==> config.mk <==
export PLATFORM = sky130hd
export DESIGN_NAME = bf_loop_unit
export DESIGN_NICKNAME = d
export VERILOG_FILES = /design/src/rtl/bf_pkg.sv /design/src/rtl/bf_loop_stack.sv /design/src/rtl/bf_loop_unit.sv
export SDC_FILE = /design/constraint.sdc
export NUM_CORES = 1
export LEC_CHECK = 0
export BUFFER_PORTS_ARGS = -buffer_cell sky130_fd_sc_hd__buf_2
export CAP_MARGIN = 20
export CELL_PAD_IN_SITES_DETAIL_PLACEMENT = 1
export CELL_PAD_IN_SITES_GLOBAL_PLACEMENT = 1
export CORE_MARGIN = 5
export CORE_UTILIZATION = 25
export CTS_CLUSTER_DIAMETER = 100
export DETAILED_ROUTE_END_ITERATION = 7
export PLACE_DENSITY_LB_ADDON = 0.25
export SLEW_MARGIN = 20
export SYNTH_ARGS = -nofsm -noshare
export SYNTH_HDL_FRONTEND = slang
export SYNTH_HIERARCHICAL = 1
export SYNTH_SLANG_ARGS = --single-unit
export TNS_END_PERCENT = 30
==> constraint.sdc <==
create_clock -name clk -period 5.5 [get_ports clk]
set_clock_uncertainty 0.15 [all_clocks]
set_input_delay 0 -clock clk [delete_from_list [all_inputs] [get_ports clk]]
set_output_delay 0 -clock clk [all_outputs]
set_load 0.005 [all_outputs]
==> src/rtl/bf_pkg.sv <==
// Shared definitions for the bfX core: opcode bytes and loop-unit states.
package bf_pkg;

    localparam logic [7:0] OP_INC    = 8'h2B;
    localparam logic [7:0] OP_DEC    = 8'h2D;
    localparam logic [7:0] OP_LEFT   = 8'h3C;
    localparam logic [7:0] OP_RIGHT  = 8'h3E;
    localparam logic [7:0] OP_OUT    = 8'h2E;
    localparam logic [7:0] OP_IN     = 8'h2C;
    localparam logic [7:0] OP_LBRACK = 8'h5B;
    localparam logic [7:0] OP_RBRACK = 8'h5D;

    typedef enum logic [1:0] {
        ST_RUN  = 2'd0,
        ST_SKIP = 2'd1,
        ST_ERR  = 2'd2
    } loop_state_t;

endpackage

==> src/rtl/bf_loop_stack.sv <==
// Register LIFO of open-loop addresses; top reads combinationally.
module bf_loop_stack
    import bf_pkg::*;
#(
    parameter int ADDR_W = 16,
    parameter int DEPTH  = 16
) (
    input  logic                       clk,
    input  logic                       rst,
    input  logic                       push,
    input  logic                       pop,
    input  logic [ADDR_W-1:0]          din,
    output logic [ADDR_W-1:0]          top,
    output logic [$clog2(DEPTH):0]     depth,
    output logic                       full,
    output logic                       empty
);

    localparam int AW = $clog2(DEPTH);
    localparam int DW = AW + 1;

    logic [ADDR_W-1:0] mem [DEPTH];
    logic [DW-1:0]     sp;
    logic [AW-1:0]     wr_idx;
    logic [AW-1:0]     rd_idx;

    assign wr_idx = sp[AW-1:0];
    assign rd_idx = wr_idx - AW'(1);
    assign full   = (sp == DW'(DEPTH));
    assign empty  = (sp == '0);
    assign depth  = sp;
    assign top    = empty ? '0 : mem[rd_idx];

    always_ff @(posedge clk) begin
        if (rst) begin
            sp <= '0;
        end else if (push && !full) begin
            sp <= sp + DW'(1);
        end else if (pop && !empty) begin
            sp <= sp - DW'(1);
        end
    end

    // Storage needs no reset: entries above sp are never read.
    always_ff @(posedge clk) begin
        if (push && !full && !rst) begin
            mem[wr_idx] <= din;
        end
    end

endmodule

==> src/rtl/bf_loop_unit.sv <==
// Loop-control stage: bracket decode, forward skip, loop stack, PC select.
module bf_loop_unit
    import bf_pkg::*;
#(
    parameter int ADDR_W = 16,
    parameter int DEPTH  = 16
) (
    input  logic                       clk,
    input  logic                       rst,
    input  logic                       instr_valid,
    input  logic [7:0]                 instr,
    input  logic [ADDR_W-1:0]          pc,
    input  logic                       cell_is_zero,
    output logic                       jump,
    output logic [ADDR_W-1:0]          jump_target,
    output logic                       skip,
    output logic [$clog2(DEPTH):0]     depth,
    output logic                       err_overflow,
    output logic                       err_underflow
);

    loop_state_t       state, state_n;
    logic [ADDR_W-1:0] skip_cnt, skip_cnt_n;
    logic              push, pop;
    logic              set_ovf, set_udf;
    logic              is_lb, is_rb;
    logic [ADDR_W-1:0] top;
    logic              full, empty;

    assign is_lb = instr_valid && (instr == OP_LBRACK);
    assign is_rb = instr_valid && (instr == OP_RBRACK);

    bf_loop_stack #(
        .ADDR_W (ADDR_W),
        .DEPTH  (DEPTH)
    ) u_stack (
        .clk   (clk),
        .rst   (rst),
        .push  (push),
        .pop   (pop),
        .din   (pc),
        .top   (top),
        .depth (depth),
        .full  (full),
        .empty (empty)
    );

    always_ff @(posedge clk) begin
        if (rst) begin
            state         <= ST_RUN;
            skip_cnt      <= '0;
            err_overflow  <= 1'b0;
            err_underflow <= 1'b0;
        end else begin
            state    <= state_n;
            skip_cnt <= skip_cnt_n;
            if (set_ovf) err_overflow  <= 1'b1;
            if (set_udf) err_underflow <= 1'b1;
        end
    end

    always_comb begin
        state_n    = state;
        skip_cnt_n = skip_cnt;
        push       = 1'b0;
        pop        = 1'b0;
        set_ovf    = 1'b0;
        set_udf    = 1'b0;
        jump       = 1'b0;
        case (state)
            ST_RUN: begin
                unique case (1'b1)
                    is_lb: begin
                        if (cell_is_zero) begin
                            state_n    = ST_SKIP;
                            skip_cnt_n = ADDR_W'(1);
                        end else if (full) begin
                            set_ovf = 1'b1;
                            state_n = ST_ERR;
                        end else begin
                            push = 1'b1;
                        end
                    end
                    is_rb: begin
                        if (empty) begin
                            set_udf = 1'b1;
                            state_n = ST_ERR;
                        end else if (!cell_is_zero) begin
                            jump = 1'b1;
                        end else begin
                            pop = 1'b1;
                        end
                    end
                    default: ;
                endcase
            end
            ST_SKIP: begin
                unique case (1'b1)
                    is_lb: skip_cnt_n = skip_cnt + ADDR_W'(1);
                    is_rb: begin
                        skip_cnt_n = skip_cnt - ADDR_W'(1);
                        if (skip_cnt == ADDR_W'(1)) state_n = ST_RUN;
                    end
                    default: ;
                endcase
            end
            default: ;
        endcase
    end

    assign jump_target = empty ? '0 : top + ADDR_W'(1);
    assign skip        = (state != ST_RUN) || is_lb || is_rb;

endmodule

# Yosys cells after proc, flatten, opt, wreduce, memory -nomap -nowiden
# Memories as Yosys holds them, arrays and structs flattened.
# Index checks and enable logic that the tools add are counted.
# W data, S select, Z words.
# word_totals
regBits	25
ram_bits	256
inputBits	28
out_inout_bits	25
elab_cells	78
mem_count	1
# mem_list
name	depth	width	rd	rd_clocked_by_memory_dff	write_ports	line_no	rtl
u_stack.mem	16	16	1	0	1	bf_loop_stack.sv:22	logic [ADDR_W-1:0] mem [DEPTH];
# op_classes
add_sub_neg	6
eq_ne	13
muxes	36
n_reduce_logical	17
# op_table
operator	n
$mux W16	4
$pmux W16 S2	2
$add A16 B1 Y16 const B	2
$mux W1	21
$eq A16 B1 Y1 const B	1
$eq A8 B7 Y1 const B	2
$sub A16 B1 Y16 const B	1
$mux W2	5
$mux W5	2
$ne A3 B3 Y1 const B	3
$ne A2 B2 Y1 const B	4
$pmux W2 S2	2
$reduce_and A6 Y1	1
$reduce_bool A2 Y1	3
$add A5 B1 Y5 const B	1
$eq A5 B5 Y1 const B	1
$logic_and A1 B1 Y1	5
$logic_not A5 Y1	1
$sub A5 B1 Y5 const B	1
$ne A4 B3 Y1 const B	1
$reduce_and A4 Y1	1
$sub A4 B1 Y4 const B	1
$logic_not A1 Y1	3
$eq A2 B1 Y1 const B	1
2 further kinds	3

# Longest topological paths before layout
# depth
ltp_word	9
ltp_mapped	16
mapped_depth_nobuf	12

# Modules after synthesis
# The synthesis kept the hierarchy.
# by_module_without_submodules
module	instances	cells_per_inst	area_each_um2	seq_area_each_um2
bf_loop_stack	1	468	10336.2	7787.5
bf_loop_unit	1	237	1687.9	400.4

# Worst setup path after synthesis
# Ideal clock, no wire load.
# synth_path
path_kind	register to register
start	register u_stack.sp[0], in the netlist u_stack/depth[0]
end	memory u_stack.mem[3][0] (enable)
setup_time_ns	0.409
arrival_ns	3.310
t_required_ns	4.941
path_slack_ns	1.631
stages_incl_launch_ff	11
path_buffers	3
period_less_slack_ns	3.869
path_cell_list	dfxtp_1 > buf_6 > buf_12 > buf_6 > inv_1 > ha_1 > and4bb_2 > and3b_1 > nor3b_2 > nand2_1 > nor3_1
# synth_via
elab_chain_cells	9
elab_cells_between_ends	10
cone_classes	1 x eq/ne; 6 x mux; 3 x reduce/logical
# synth_lines
item	line_no	rtl
start: declaration	bf_loop_stack.sv:23	logic [DW-1:0] sp;
start signal: assignment	bf_loop_stack.sv:38	sp <= sp + DW'(1);
start signal: assignment	bf_loop_stack.sv:40	sp <= sp - DW'(1);
$eq A5 B5 Y1	bf_loop_stack.sv:29	assign full = (sp == DW'(DEPTH));
net full	bf_loop_unit.sv:28	logic full, empty;
$mux W1	bf_loop_unit.sv:77	end else if (full) begin
$mux W1	bf_loop_unit.sv:74	if (cell_is_zero) begin
$mux W1	bf_loop_unit.sv:72	unique case (1'b1)
$mux W1	bf_loop_unit.sv:70	case (state)
net push	bf_loop_unit.sv:24	logic push, pop;
$logic_and A1 B1 Y1 (2 in series)	bf_loop_stack.sv:46	if (push && !full && !rst) begin
$mux W1	bf_loop_stack.sv:46	
$mux W1 (implied by the code)	bf_loop_stack.sv:47	mem[wr_idx] <= din;
end: declaration	bf_loop_stack.sv:22	
# The timed path passes the listed nets, and every way through them passes these cells.

# Worst setup path in the final report
# layout_path
start	register u_stack.sp[0], in the netlist u_stack/depth[0]
end	output jump_target[13]
# layout_via
elab_chain_cells	5
elab_cells_between_ends	6
cone_classes	2 x add/sub; 2 x mux; 1 x reduce/logical; 1 x memory
# layout_lines
item	line_no	rtl
$sub A4 B1 Y4	bf_loop_stack.sv:28	assign rd_idx = wr_idx - AW'(1);
net u_stack.rd_idx[0]	bf_loop_stack.sv:25	logic [AW-1:0] rd_idx;
$mem_v2 Z16 W16	-	
$mux W16	bf_loop_stack.sv:32	assign top = empty ? '0 : mem[rd_idx];
net top[0]	bf_loop_unit.sv:27	logic [ADDR_W-1:0] top;
$add A16 B1 Y16	bf_loop_unit.sv:111	assign jump_target = empty ? '0 : top + ADDR_W'(1);
$mux W16	bf_loop_unit.sv:111	
end: declaration	bf_loop_unit.sv:15	output logic [ADDR_W-1:0] jump_target,
# The timed path passes the listed nets, and every way through them passes these cells.

==> results list <==
- In this run the biggest area consumer among cell types represents 63.9% of the synthesized area.
- Routed Antenna Nets: 0
* Final critical path time including I/O delays and setup: 4960 ps
- Global routing used 12.3% of the available tracks across all layers.
- The first global-routing pass estimated 48500 um of wire.
- Core footprint: 47600 sq um
* Proportion of total power due to net switching: 19.6%
- Total of buffers placed on input and output ports: 52
* Worst R2R Setup Slack: 1730 ps
* Vias in the first global route: 7360
* Slew Viols, Final: 0
* Clock group share of total power: 48.3%
* Residual overflow from global routing: 0
- Critical Path Max Stage Delay: 830 ps
- Number of filler instances in the final layout: 4950
- Counting flops with a built-in enable in the synthesized netlist gives 256.
- The tree is rooted in a clkbuf_16.
* Estimated wirelength of the detail-placed design: 18700 um
- Sum of negative setup slack: 0 ps
- Hold wc startpoint: instr[5]
* Largest net degree at the start of global routing: 48
* Worst slew margin relative to its limit: 36.8%
- Total number of placement rows: 80
- 0 antenna diodes ended up in the layout.
- Multi-input combinational cell area: 3670 sq um
- The Yosys step of the flow raised 6 warnings.
- Worst Hold Path Cells: 6
- The internal power of the cells totals 3.72 mW.
* Combinational share of power: 1.3%
- Fin cells: 1449
- In this run the worst hold path is classified as input pin to register.
* Power per unit of standard cell area: 319 nW/um^2
- Area of the die: 52600 sq um
- The synthesized design spends more area on one cell type than any other, namely edfxtp_1.
- The worst setup path is captured at an output pin.
- For hold timing, the worst endpoint is state[1]$_SDFFE_PP0P_.
- Final worst-path setup slack: 541 ps
- Vias per cell: 4.70
- OpenSTA, run right after detailed placement, puts the worst setup slack at 1140 ps.
* Vias after detailed routing: 6812
- The number of antenna violations at the first check in global routing is 3.
- P_leak: 4.48 nW
- After detailed routing, the average wire length per cell comes to 22.3 um.
- Unique masters post-synth: 54
- The congestion estimate from routability-driven global placement came to 0.702.
- Walking the worst path, the cells encountered are inv_1, ha_4, mux4_2, mux2i_1, o22ai_1, nand3_1, nor3_1, nand3_1, xor2_1, nor2_1, buf_2.
* Top Ports: 53
- Die outline height: 229 um
* Sequential standard cell area: 8190 sq um
* Clock sink total: 281
- Detailed-router iteration count before antenna repair: 4
- Depth of the worst register-to-register path: 10
- Fraction of layout cells with a size suffix above 1: 24.6%
- Layout Area Growth over Synthesis: 20.7%
- After layout, the worst path uses 90.2% of the clock period.
* Worst path arrival time: 4810 ps
- STA puts the critical path data required time at 5350 ps.
- Synthesized area per cell: 17.1 sq um
- Setup Viol. Count Final: 0
* Overall power of the completed layout: 4.62 mW
- Power share of the sequential group: 50.3%
- Clock latency at the later pin of the worst-skew pair: 530 ps
- Worst-path fanout max: 47
- Final net count: 854
- In this run the critical register-to-register path is captured at u_stack/depth[4]$_SDFFE_PP0P_.
- After synthesis the netlist holds a flip-flop and latch count of 281.
* Number of violations of the max-capacitance limit: 0
- After the first detailed-routing iteration, the DRC count stood at 425.
- Most used standard cells in the synthesized netlist: 256 x edfxtp_1, 56 x mux4_2, 44 x nor2_1, 38 x mux2i_1, 25 x dfxtp_1
- The synthesized netlist occupies a cell area of 12000 sq um.
- Final hold analysis gives a worst-case slack of 111 ps.
- Critical Path Start Type: register
- DR DRC count: 0
* Clock buffer count from CTS: 34
- Based on the critical path, the design can be clocked at up to 202 MHz.
- Register area share after synthesis: 68.1%
* Cell with the most instances after synthesis: edfxtp_1
- The largest individual stage delay along the critical path comes from the cell ha_4.
- From left edge to right edge, the die measures 229 um.
- After clock tree synthesis, the clock-pin slew on the worst setup and hold paths is 60 ps.
- Final cell utilization of the core: 30.5%
- Switching power total: 0.906 mW
* Synth async-reset ratio: 0%
- Post-synthesis net count: 746
- After detailed routing, the total wire length is 32200 um.
- The clock tree synthesis step divided the H-tree into 2 levels.
- Cells after Synth: 705
- Once placement finished, the instance area stood at 13100 sq um.
* Status: finished, final reports clean
- In this run the critical register-to-register path is launched from u_stack/depth[0]$_SDFFE_PP0P_.
* Clk buf depth: 3
- Clock tree from TritonCTS: done
- Main flop type after synthesis: edfxtp_1
- VDD sags by at most 246 uV.
* Final hold viol count: 0
- The setup path with the least slack is of type register to output pin.
* Post-Place Cells: 1362
- Post-route cell area: 14500 sq um
- Least-Margin Pin Slew: 948 ps
- Cell repeated most along the worst path: nand3_1
- Effective utilization at floorplan: 25.2%
* Main area contributors after synthesis: edfxtp_1 64%, mux4_2 10%, dfxtp_1 4.2%
- Setup repair after global routing missed its margin: no
-- placed cells by master (no fill, tap or decap), types with 18 or more instances in the layout --
cell             n
a21oi_1         22
buf_2           52
buf_4           24
clkbuf_16       35
dfxtp_1         24
dlygate4sd3_1   30
edfxtp_1       256
mux2i_1         38
mux4_2          56
nand2_1         18
nor2_1          31
-- layer usage --
layer  track usage [%]  vias to the layer above  routed length (um)
li1                  -                     3082                   -
met1              17.6                     3547               15600
met2              19.1                      140               14500
met3              2.91                       41                1570
met4              2.80                        2                 542
met5                 0                        -                  13
-- power by group through the flow --
stage          clock network (mW)  logic [mW]  registers [mW]
6_report                     2.23      0.0619            2.33
5_1_grt                      2.40      0.0697            2.33
4_1_cts                      2.31      0.0631            2.33
3_5_place_dp                    0      0.0480            2.37
3_3_place_gp                    0      0.0467            2.37
2_1_floorplan                   0     0.00906            2.37
-- state kept, by name (all words and copies together), names as in the netlist --
| name | flops |
|---|---|
| state | 2 |
| u_stack/mem | 256 |
| err_overflow | 1 |
| skip_cnt | 16 |
| u_stack/depth | 5 |
| err_underflow | 1 |
-- critical path, delay by kind of cell (launching register included) --
kind                       cells  cell delay (ps)
xor gates and xnor gates       1              170
AOI/OAI and AO/OA              1              410
buffers and inverters          2              410
muxes                          2              420
DFF                            1              730
and+or+nand+nor                4             1270
adders and majority gates      1              830
-- cell families after synthesis --
group	Yosys count	synth area share, %
simple gates	161	7.24
flops	281	68.1
xor+xnor	17	1.30
buf+inv	45	2.07
mux	102	15.4
compound gates	86	4.47
fa+ha+maj	13	1.42
-- how the worst max path moves through the flow --
stage                                   from                           to  depth (start not counted)
3_3_place_gp   u_stack/depth[0]$_SDFFE_PP0P_              jump_target[12]                         12
5_1_grt        u_stack/depth[0]$_SDFFE_PP0P_              jump_target[12]                         12
2_1_floorplan  u_stack/depth[0]$_SDFFE_PP0P_  u_stack/mem[3][0]$_DFFE_PP_                         10
4_1_cts        u_stack/depth[0]$_SDFFE_PP0P_              jump_target[12]                         12
3_5_place_dp   u_stack/depth[0]$_SDFFE_PP0P_              jump_target[12]                         12
6_report       u_stack/depth[0]$_SDFFE_PP0P_              jump_target[13]                         11
-- timing repair --
| action | 4_1_cts | 5_1_grt |
|---|---|---|
| setup buffers | 0 | 0 |
| hold endpoints to repair | 269 | 0 |
| resized for setup | 0 | 0 |
| hold buffers | 30 | 0 |
-- area by class of cell --
type                    instances  area share (%)
repair buffers                106            5.10
clock buffers                  44            6.34
multi-input cells             379            25.3
clock inverters                13            1.25
inverters                      11           0.285
well taps                     615            5.30
flip-flops and latches        281            56.5
Note: power is estimated with default switching activity, not from simulation.
